===== src/rtl/rr_arb_mux.sv =====
// Multi-channel valid/ready arbiter (round-robin or fixed priority) that loads
// the winning channel's data and index into a one-entry registered output stage.
module rr_arb_mux #(
   parameter int WIDTH           = 32,
   parameter int INPUT_BUS_COUNT = 4,
   parameter int INDEX_WIDTH     = (INPUT_BUS_COUNT > 32'sd1) ? $clog2(INPUT_BUS_COUNT) : 32'sd1
) (
   input  logic                       clk,
   input  logic                       reset,
   input  logic                       priority_mode,
   input  logic [INPUT_BUS_COUNT-1:0] in_valid,
   input  logic [WIDTH-1:0]           input_busses [INPUT_BUS_COUNT],
   output logic [INPUT_BUS_COUNT-1:0] in_ready,
   output logic                       out_valid,
   input  logic                       out_ready,
   output logic [WIDTH-1:0]           selected_data,
   output logic [INDEX_WIDTH-1:0]     selected_index
);

   logic [INDEX_WIDTH-1:0]     rr_pointer_r;
   logic                       out_valid_r;
   logic [WIDTH-1:0]           data_r;
   logic [INDEX_WIDTH-1:0]     index_r;

   logic                       accept_s;
   logic                       found_s;
   logic                       hit_s;
   logic                       transfer_s;
   int                         start_s;
   int                         best_dist_s;
   logic [INDEX_WIDTH-1:0]     grant_idx_s;
   logic [INDEX_WIDTH-1:0]     next_ptr_s;
   logic [INPUT_BUS_COUNT-1:0] grant_s;
   logic [WIDTH-1:0]           win_data_s;

   // Distance of channel idx from the scan start, walking upward and wrapping.
   function automatic int ring_dist(input int idx, input int start);
      return (idx >= start) ? (idx - start) : (idx + INPUT_BUS_COUNT - start);
   endfunction

   // Arbitration: the requesting channel closest to the scan start wins.
   // Fixed priority is the same scan anchored at channel 0.
   always_comb begin
      start_s     = priority_mode ? 32'sd0 : int'(rr_pointer_r);
      best_dist_s = INPUT_BUS_COUNT;
      found_s     = 1'b0;
      hit_s       = 1'b0;
      grant_idx_s = '0;
      for (int i = 0; i < INPUT_BUS_COUNT; i++) begin
         hit_s       = in_valid[i] && (ring_dist(i, start_s) < best_dist_s);
         best_dist_s = hit_s ? ring_dist(i, start_s) : best_dist_s;
         grant_idx_s = hit_s ? INDEX_WIDTH'(i) : grant_idx_s;
         found_s     = found_s || hit_s;
      end
   end

   // One-hot grant vector and the matching data word (AND-OR mux).
   always_comb begin
      grant_s    = '0;
      win_data_s = '0;
      for (int i = 0; i < INPUT_BUS_COUNT; i++) begin
         grant_s[i] = found_s && (grant_idx_s == INDEX_WIDTH'(i));
         win_data_s = win_data_s | (input_busses[i] & {WIDTH{grant_s[i]}});
      end
   end

   // Handshake and next pointer value.
   always_comb begin
      accept_s   = !out_valid_r || out_ready;
      in_ready   = grant_s & {INPUT_BUS_COUNT{accept_s}};
      transfer_s = found_s && accept_s;
      if (grant_idx_s == INDEX_WIDTH'(INPUT_BUS_COUNT - 1)) begin
         next_ptr_s = '0;
      end else begin
         next_ptr_s = grant_idx_s + INDEX_WIDTH'(1'b1);
      end
   end

   // Output stage and round-robin pointer; reset discards any held word.
   always_ff @(posedge clk) begin
      if (reset) begin
         out_valid_r  <= 1'b0;
         data_r       <= '0;
         index_r      <= '0;
         rr_pointer_r <= '0;
      end else begin
         if (transfer_s) begin
            out_valid_r <= 1'b1;
            data_r      <= win_data_s;
            index_r     <= grant_idx_s;
         end else if (out_valid_r && out_ready) begin
            out_valid_r <= 1'b0;
         end
         // Fixed-priority transfers leave the rotation where it was.
         if (transfer_s && !priority_mode) begin
            rr_pointer_r <= next_ptr_s;
         end
      end
   end

   assign out_valid      = out_valid_r;
   assign selected_data  = data_r;
   assign selected_index = index_r;

endmodule


===== config.mk =====
export PLATFORM = sky130hd
export DESIGN_NAME = rr_arb_mux
export DESIGN_NICKNAME = d
export VERILOG_FILES = /design/src/rtl/rr_arb_mux.sv
export SDC_FILE = /design/constraint.sdc
export NUM_CORES = 1
export LEC_CHECK = 0
export BUFFER_PORTS_ARGS = -buffer_cell sky130_fd_sc_hd__buf_2
export CAP_MARGIN = 20
export CORE_ASPECT_RATIO = 1.4
export CORE_UTILIZATION = 30
export CTS_CLUSTER_DIAMETER = 40
export DETAILED_ROUTE_END_ITERATION = 16
export MAX_ROUTING_LAYER = met4
export PLACE_DENSITY = 0.64
export SYNTH_ARGS = -nofsm -noshare
export SYNTH_HDL_FRONTEND = slang
export SYNTH_SLANG_ARGS = --single-unit

===== constraint.sdc =====
create_clock -name clk -period 13.4 [get_ports clk]
set_input_delay 0.67 -clock clk [delete_from_list [all_inputs] [get_ports clk]]
set_output_delay 0.67 -clock clk [all_outputs]
set_load 0.02 [all_outputs]

==> results of run 1 <==
[state kept, by name, summed over array words and instances, names as in the netlist]
name and count:
out_valid 1, rr_pointer_r 2, selected_index 2, selected_data 32
[cell families after synthesis]
logic type,synth area share (%)
AOI/OAI and AO/OA,37.9
other,0.284
muxes,0.379
DFF,28.1
and+or+nand+nor,21.6
adders and majority gates,3.79
buffers and inverters,7.68
xor gates and xnor gates,0.332
[worst max-delay path by stage]
stage / to / slack (ns) / startpoint
floorplan: in_ready[3] / 8.26 / in_valid[0]
global placement: in_ready[3] / 6.96 / in_valid[0]
detailed placement: in_ready[3] / 6.97 / in_valid[0]
CTS: in_ready[3] / 6.96 / in_valid[0]
global route: in_ready[3] / 6.60 / in_valid[0]
finish: in_ready[3] / 6.94 / in_valid[0]
[stage by stage]
| step | total power [mW] | hold WS (ns) | cell area, um2 | utilization (%) |
|---|---|---|---|---|
| 2_1_floorplan | 0.240 | 0.500 | 2640 | - |
| 3_3_place_gp | 0.291 | 0.492 | 3480 | 40.7 |
| 3_5_place_dp | 0.299 | 0.494 | 3550 | 41.5 |
| 4_1_cts | 0.415 | 0.502 | 3700 | 43.2 |
| 5_1_grt | 0.435 | 0.532 | 3700 | 43.2 |
| 6_report | 0.410 | 0.500 | 3700 | 43.2 |
[per-layer routing]
metal | up-vias | global-route usage [%]
met2 | 96 | 34.6
met3 | 15 | 3.31
li1 | 1529 | -
met5 | - | -
met4 | 0 | 6.55
met1 | 1474 | 23.6
[worst min-delay path, stage by stage (launching register included)]
cell and delay, ns:
dfxtp_1 0.31, nor2_1 0.09, a211oi_1 0.05
[report_power, final]
part | total, mW | leakage [nW] | switching (mW) | internal, mW
combinational | 0.163 | 1.34 | 0.0924 | 0.0710
clock | 0.113 | 0.0696 | 0.0448 | 0.0681
sequential | 0.133 | 0.307 | 0.00791 | 0.125
[cells in the final DEF, fill, tap and decap left out, drive strengths merged, types with 2 or more instances in the layout]
cell,synthesis,routed
and2,3,3
a211o,2,2
clkbuf,18,5
nand3,2,2
o21ai,4,4
clkinv,0,2
ha,8,8
a21oi,6,6
nand2,7,7
a31oi,34,34
inv,9,9
a21o,2,2
dfxtp,37,37
conb,2,3
buf,10,177
a211oi,3,3
nand3b,33,33
o31ai,34,34
nand2b,2,2
nor2b,3,3
nor2,37,37
and3,3,3
a221o,32,32
[layout make-up]
type	count	area [um2]	share of cell area, %
diodes	1	2.50	0.0676
repair buffers	177	941	25.4
inverters	9	33.8	0.913
multi-input cells	234	1710	46.2
clock inverters	3	17.5	0.473
well taps	105	131	3.55
flip-flops and latches	37	741	20.0
clock buffers	5	125	3.38
==> results.json, run 1 <==
{
  "status": "finished clean",
  "root_buffer": "clkbuf_16",
  "gp_congestion": 0.913,
  "period_share_pct": 48.2,
  "crit_buf_inv": 5,
  "crit_top_cell": "ha_1",
  "antenna_found_initial": 1,
  "whs_path_depth": 2,
  "finClkSkew_ns": 0.00616,
  "cts_buffer_depth": 2,
  "power_leakage_nw": 1.72,
  "final_cells": 571,
  "htree_levels": 2,
  "crit_arrival_ns": 5.79,
  "worstSetupPathType": "input pin to primary output",
  "ir_worst_vdd_uv": 76.1,
  "synth_area_leaders": "dfxtp_1, a221o_1, o31ai_1",
  "hp-class": "register to register",
  "worst_setup_hold_path_clk_slew_ns": 0.06,
  "drt_iter0_drc": 124,
  "finalHoldViolCount": 0,
  "async_reset_ff_share_pct": 0,
  "slew_viol_final": 0,
  "dpl.cell_count": 562,
  "numCtsBuffers": 5,
  "ctsHoldBuffers": 0,
  "syn2layout_area_growth_pct": 40.1,
  "synth_cell_types": 46,
  "routed_wl_um": 9200,
  "drc_errors": 0,
  "ys_ff_latch": 37,
  "r2r_start": "rr_pointer_r[0]",
  "hold_end": "selected_index[1]",
  "fillers": 870,
  "grt_overflow": 0,
  "startpoint_type": "input pin",
  "hold_path_startpoint": "selected_index[1]",
  "track_usage_pct": 20.2,
  "r2r_end": "selected_data[9]",
  "critPathCaptureType": "primary output",
  "clock_latency_ns": 0.27,
  "vias_per_cell": 5.45,
  "fin_crit_ns": 6.46,
  "vias": 3114,
  "tightest_slew_ns": 0.977,
  "rows": 40,
  "setup_tns_ns": 0,
  "die_h_um": 113,
  "synthCells": 307,
  "setup_viol": 0,
  "port_buffers": 174,
  "wire_per_inst_um": 16.1,
  "worstPathRequired_ns": 12.73,
  "max_freq_ghz": 0.155,
  "met3_length_um": 436,
  "synth_common_cells": "dfxtp_1, nor2_1, o31ai_1",
  "die-area_um2": 9180,
  "slew_headroom_pct": 34.9,
  "grt_pass1_wl_um": 14200,
  "dp_hpwl_um": 6880,
  "worst-r2r-cell-count": 21,
  "core_area_um2": 8560,
  "critical_path.top_delay_family": "compound AO/OA/AOI/OAI gates",
  "antenna_left": 0,
  "clkSinkCount": 37,
  "grt_pass1_vias": 2887,
  "synth_ff_type": "dfxtp_1",
  "cts_tree": "done",
  "synth-warning-count": 0,
  "yosysTopAreaCell": "dfxtp_1",
  "max_stage_delay_ns": 0.74,
  "postSynthAreaPerCell_um2": 8.60,
  "synth_area_um2": 2640,
  "met2_wirelength_um": 4710,
  "synth_edf_count": 0,
  "grt_start_max_net_pins": 40,
  "drt-met1-wl_um": 3890,
  "cts_setup_buffers": 0,
  "crit_chain": "buf_2 > ha_1 > or3b_1 > o21ai_0 > nand2_1 > a21oi_1 > inv_1 > ha_1 > or3_1 > a21o_1 > mux2i_1 > ha_1 > nand2_1 > o31a_2 > o21ai_4 > and2_1 > inv_1 > ha_1 > buf_8 > and3_1 > buf_2",
  "fin_ws_ns": 6.94,
  "rsz0062_at_grt": "false",
  "start_util_pct": 30.8,
  "drive_gt1_share_pct": 41.9,
  "place_ws_ns": 6.97,
  "synth-seq-area-share_pct": 28.1,
  "ctsResizeCount": 0,
  "final_nets": 608,
  "powerDensity_nw_per_um2": 111,
  "die_w_um": 81.3,
  "ioPinCount": 175,
  "rrSetupSlack_ns": 7.85,
  "crit_slowest_cell": "o21ai_4",
  "synth_top_area_share_pct": 28.1,
  "worst-path-stages": 21,
  "critPathMaxFanout": 34,
  "top_layer": "met4",
  "firstDrtPassIters": 4,
  "cap_violations": 0
}
(Power assumes the default switching activity.)
==> run 2, diff against run 1 <==
--- a/config.mk
+++ b/config.mk
@@ -12,7 +12,7 @@
 export CTS_CLUSTER_DIAMETER = 40
 export DETAILED_ROUTE_END_ITERATION = 16
 export MAX_ROUTING_LAYER = met4
-export PLACE_DENSITY = 0.64
+export PLACE_DENSITY = 0.66
 export SYNTH_ARGS = -nofsm -noshare
 export SYNTH_HDL_FRONTEND = slang
 export SYNTH_SLANG_ARGS = --single-unit
==> constraint.sdc (replaced) <==
create_clock -name clk -period 5.55 [get_ports clk]
set_input_delay 0.2775 -clock clk [delete_from_list [all_inputs] [get_ports clk]]
set_output_delay 0.2775 -clock clk [all_outputs]
set_load 0.02 [all_outputs]
==> run 2 against run 1 <==
  * Core utilization grew 0.29 points
  * Routed wire length grew 5.3%
  * Register-to-register slack got worse by 7.0 ns
  * Combinational power up 140%
  * Count of clock-buffer cells in the layout increased by 2
==> results.json, run 2 (synthesis gave the netlist of run 1 again) <==
{
  "dp_hpwl_um": 6960,
  "fin_crit_ns": 4.98,
  "sw_frac_of_total_pct": 33.6,
  "die_w_um": 81.3,
  "drc_errors": 0,
  "period_share_pct": 89.8,
  "dpl.cell_count": 565,
  "hp-class": "input pin to register",
  "final_common_cell": "buf_2",
  "grt_overflow": 0,
  "routed_wl_um": 9680,
  "vias": 3181,
  "p_int_mw": 0.694,
  "finClkSkew_ns": 0.00609,
  "final_cell_mix": "buf_2, nor2_1, dfxtp_1",
  "worstPathRequired_ns": 5.27,
  "comb_power_share_pct": 37.2,
  "worst-r2r-cell-count": 21,
  "ioPinCount": 175,
  "cts_setup_buffers": 0,
  "core_area_um2": 8560,
  "slew_viol_final": 0,
  "antenna_left": 0,
  "ir_worst_vdd_uv": 172,
  "cts_buffer_depth": 2,
  "startpoint_type": "register",
  "vias_per_cell": 5.54,
  "setup_viol": 0,
  "setup_tns_ns": 0,
  "power_frac_seq_pct": 30.8,
  "rows": 40,
  "ctsResizeCount": 0,
  "numCtsBuffers": 5,
  "gp_congestion": 0.927,
  "status": "finished clean",
  "hold-worst-slack_ns": 0.228,
  "track_usage_pct": 21.5,
  "finalHoldViolCount": 0,
  "port_buffers": 174,
  "cap_violations": 0,
  "worstSetupPathType": "register to primary output",
  "antenna_found_initial": 1,
  "grt_pass1_vias": 2999,
  "drive_gt1_share_pct": 42.1,
  "firstDrtPassIters": 4,
  "die-area_um2": 9180,
  "largest_register_ffs": 32,
  "final_nets": 611,
  "rsz0062_at_grt": "false",
  "drt_iter0_drc": 116,
  "slew_headroom_pct": 28.5,
  "die_h_um": 113,
  "rrSetupSlack_ns": 0.83,
  "cts_tree": "done",
  "tightest_slew_ns": 1.07,
  "clkPwrFrac_pct": 32.0,
  "root_buffer": "clkbuf_16",
  "powerDensity_nw_per_um2": 281,
  "crit_arrival_ns": 4.70,
  "htree_levels": 2,
  "critPathCaptureType": "primary output",
  "clock_latency_ns": 0.28,
  "power_leakage_nw": 1.74,
  "power.switching_mw": 0.351,
  "grt_start_max_net_pins": 40,
  "grt_pass1_wl_um": 14800,
  "wire_per_inst_um": 16.9,
  "ctsHoldBuffers": 0,
  "critPathMaxFanout": 15,
  "whs_path_depth": 3,
  "clkSinkCount": 37,
  "syn2layout_area_growth_pct": 41.1,
  "start_util_pct": 30.8,
  "max_freq_ghz": 0.201,
  "worst_setup_hold_path_clk_slew_ns": 0.06,
  "final_cells": 574
}
[run 2: changes by cell type in the layout (fill, tap and decap cells not counted), sizes merged]
cell / change
buf: +3
clkbuf: +2
clkinv: -2
bufinv: +1
clkinvlp: -1
[run 2: final timing paths]
kind,start,end
worst max-delay path,rr_pointer_r[0],in_ready[3]
worst min-delay path,input_busses[56],selected_data[24]
worst max register to register,rr_pointer_r[0],selected_data[13]
worst min register to register,selected_index[0],selected_index[0]
[run 2: final cells by class]
cell class	count	area (um2)
fill	874	4830
multi-input combinational	234	1710
timing repair buffer	180	936
sequential	37	741
clock buffer	7	143
tap	105	131
inverter	9	33.8
clock inverter	1	30.0
antenna	1	2.50
[run 2: per-stage QoR]
step	utilization (%)	worst slack, ns	total power [mW]	cell area (um2)
floorplan	-	1.09	0.579	2640
finish	43.5	0.568	1.05	3720
detailed placement	41.5	0.642	0.716	3550
global route	43.5	0.339	1.10	3720
CTS	43.5	0.600	1.06	3720
global placement	41.2	0.707	0.710	3520
[run 2: power groups by stage]
stage | logic [mW] | registers [mW] | clock network [mW]
floorplan | 0.210 | 0.370 | 0
global placement | 0.383 | 0.327 | 0
detailed placement | 0.389 | 0.328 | 0
CTS | 0.390 | 0.322 | 0.344
global route | 0.424 | 0.327 | 0.353
finish | 0.389 | 0.322 | 0.334
[run 2: worst max-delay path, stage by stage (launching register included)]
cell and delay [ns]:
dfxtp_1 0.44, nor2b_4 0.23, inv_1 0.10, ha_1 0.22, nand3_4 0.12, inv_2 0.06, ha_1 0.31, nand3b_1 0.16
o311a_1 0.27, a21o_1 0.23, mux2i_1 0.20, ha_1 0.26, a21oi_1 0.20, o31a_2 0.25, o21ai_4 0.06, and2_1 0.20
inv_1 0.06, ha_1 0.40, buf_4 0.30, and3_1 0.19, buf_2 0.16
[run 2: per-layer routing]
metal | vias to the layer above | wire (um) | GRT usage (%)
met3 | 13 | 485 | 4.11
li1 | 1537 | - | -
met4 | 0 | 206 | 8.10
met5 | - | 0 | -
met2 | 104 | 4990 | 35.9
met1 | 1527 | 3990 | 25.0
==> run 3, diff against run 2 <==
--- a/config.mk
+++ b/config.mk
@@ -8,11 +8,11 @@
 export BUFFER_PORTS_ARGS = -buffer_cell sky130_fd_sc_hd__buf_2
 export CAP_MARGIN = 20
 export CORE_ASPECT_RATIO = 1.4
-export CORE_UTILIZATION = 30
+export CORE_UTILIZATION = 38
 export CTS_CLUSTER_DIAMETER = 40
 export DETAILED_ROUTE_END_ITERATION = 16
 export MAX_ROUTING_LAYER = met4
-export PLACE_DENSITY = 0.66
+export PLACE_DENSITY = 0.8
 export SYNTH_ARGS = -nofsm -noshare
 export SYNTH_HDL_FRONTEND = slang
 export SYNTH_SLANG_ARGS = --single-unit
==> run 3 against run 2 <==
  * Clock skew rose by 0.0027 ns
  * Global-route usage rose by 4.2 points
  * Combinational power rose by 1%
  * Largest cell class unchanged
  * Routed wire length fell by 3.6%
  * Core utilization rose by 11 points
  * Sequential cell count did not move
  * Non-clock buffer count fell by 2
  * Critical path depth fell by 1
  * Design area fell by 1.9%
  * Cell count fell by 2.8%
  * Worst setup slack improved by 0.11 ns
==> results.json, run 3 (synthesis gave the netlist of run 1 again) <==
{
  "status": "finished clean",
  "sw_frac_of_total_pct": 35.2,
  "grt_overflow": 0,
  "drive_gt1_share_pct": 41.8,
  "ioPinCount": 175,
  "firstDrtPassIters": 4,
  "track_usage_pct": 25.7,
  "fillers": 676,
  "crit_chain": "nor2b_4 > inv_1 > ha_1 > nand3_4 > inv_2 > ha_1 > nand3b_1 > o311a_1 > a21o_1 > mux2i_1 > ha_1 > a21oi_1 > o31a_2 > o21ai_4 > and2_1 > inv_1 > ha_1 > and3_1 > buf_2",
  "fin_crit_ns": 4.87,
  "drc_errors": 0,
  "root_buffer": "clkbuf_8",
  "largest_register_ffs": 32,
  "dp_hpwl_um": 6700,
  "port_buffers": 174,
  "critPathMaxFanout": 15,
  "powerDensity_nw_per_um2": 262,
  "die_h_um": 101,
  "slew_viol_final": 0,
  "clock_latency_ns": 0.29,
  "period_share_pct": 87.8,
  "startpoint_type": "register",
  "grt_start_max_net_pins": 40,
  "max_stage_delay_ns": 0.55,
  "p_int_mw": 0.620,
  "critPathCaptureType": "primary output",
  "antenna_found_initial": 0,
  "hold-worst-slack_ns": 0.219,
  "cts_setup_buffers": 0,
  "critPathLaunch": "rr_pointer_r[0]",
  "worstPathRequired_ns": 5.27,
  "antenna_left": 0,
  "die_w_um": 72.4,
  "core_area_um2": 6660,
  "slew_headroom_pct": 34.6,
  "rsz0062_at_grt": "false",
  "drt_iter0_drc": 180,
  "rows": 35,
  "worstSetupPathType": "register to primary output",
  "routed_wl_um": 9330,
  "grt_pass1_wl_um": 14300,
  "syn2layout_area_growth_pct": 38.4,
  "hp-class": "input pin to register",
  "ctsResizeCount": 0,
  "crit_arrival_ns": 4.60,
  "setup_tns_ns": 0,
  "grt_pass1_vias": 3135,
  "power_frac_seq_pct": 33.6,
  "cts_buffer_depth": 2,
  "cts_tree": "done",
  "setup_viol": 0,
  "htree_levels": 2,
  "finalHoldViolCount": 0,
  "hold_path_startpoint": "input_busses[48]",
  "clkSinkCount": 37,
  "final_util_pct": 54.9,
  "final_cell_mix": "buf_2, nor2_1, dfxtp_1",
  "gp_congestion": 0.918,
  "power_mw": 0.956,
  "r2r_start": "rr_pointer_r[0]",
  "power_leakage_nw": 1.71,
  "comb_power_share_pct": 41.1,
  "clkPwrFrac_pct": 25.3,
  "critical_path.top_delay_family": "adder cells",
  "finClkSkew_ns": 0.00883,
  "ir_worst_vdd_uv": 136,
  "crit_top_cell": "ha_1",
  "crit_slowest_cell": "ha_1",
  "die-area_um2": 7290,
  "numCtsBuffers": 5,
  "cap_violations": 0,
  "wire_per_inst_um": 16.7,
  "ctsHoldBuffers": 0,
  "final_nets": 609,
  "max_freq_ghz": 0.205,
  "tightest_slew_ns": 0.979,
  "crit_buf_inv": 4,
  "power.switching_mw": 0.337,
  "start_util_pct": 39.7,
  "worst_setup_hold_path_clk_slew_ns": 0.08,
  "vias": 3191,
  "final_common_cell": "buf_2",
  "n_antenna_cell": 0,
  "vias_per_cell": 5.72
}
-- run 3: cell types whose count changed in the layout (fill, tap and decap cells not counted), sizes merged --
cell   before  now
buf       180  178
diode       1    0
-- run 3: per-layer routing --
| metal | track usage, % | vias up | routed length [um] |
|---|---|---|---|
| met2 | 44.9 | 124 | 4960 |
| li1 | - | 1535 | - |
| met3 | 3.70 | 14 | 520 |
| met1 | 28.4 | 1518 | 3680 |
| met4 | 11.9 | 0 | 170 |
| met5 | - | - | 0 |
-- run 3: final cells by class --
type | count | area (um2) | share of cell area (%)
well taps | 92 | 115 | 3.15
clock inverters | 1 | 30.0 | 0.822
clock buffers | 7 | 86.3 | 2.36
multi-input cells | 234 | 1710 | 46.7
repair buffers | 178 | 941 | 25.7
inverters | 9 | 33.8 | 0.924
flip-flops and latches | 37 | 741 | 20.3
-- run 3: path summary, 6_finish.rpt --
kind                  endpoint  slack [ns]  cells after the start
max                in_ready[3]        0.68                     19
min          selected_data[16]        0.22                      3
max reg2reg  selected_data[30]        0.69                     21
min reg2reg  selected_index[1]        0.50                      2
-- run 3: per-stage QoR --
stage / cells / worst slack, ns / instance area, um2
floorplan: 308 / 1.09 / 2640
global placement: 548 / 0.292 / 3480
detailed placement: 550 / 0.470 / 3540
CTS: 558 / 0.680 / 3650
global route: 558 / 0.302 / 3650
finish: 558 / 0.675 / 3650
-- run 3: power groups by stage --
stage	Clock (mW)	Sequential [mW]	Combinational [mW]
floorplan	0	0.370	0.210
global placement	0	0.326	0.371
detailed placement	0	0.327	0.392
CTS	0.250	0.321	0.394
global route	0.258	0.325	0.426
finish	0.242	0.322	0.393
-- run 3: worst min-delay path, stage by stage --
cell and delay, ns:
buf_2 0.08, nand3b_1 0.07, o31ai_1 0.06
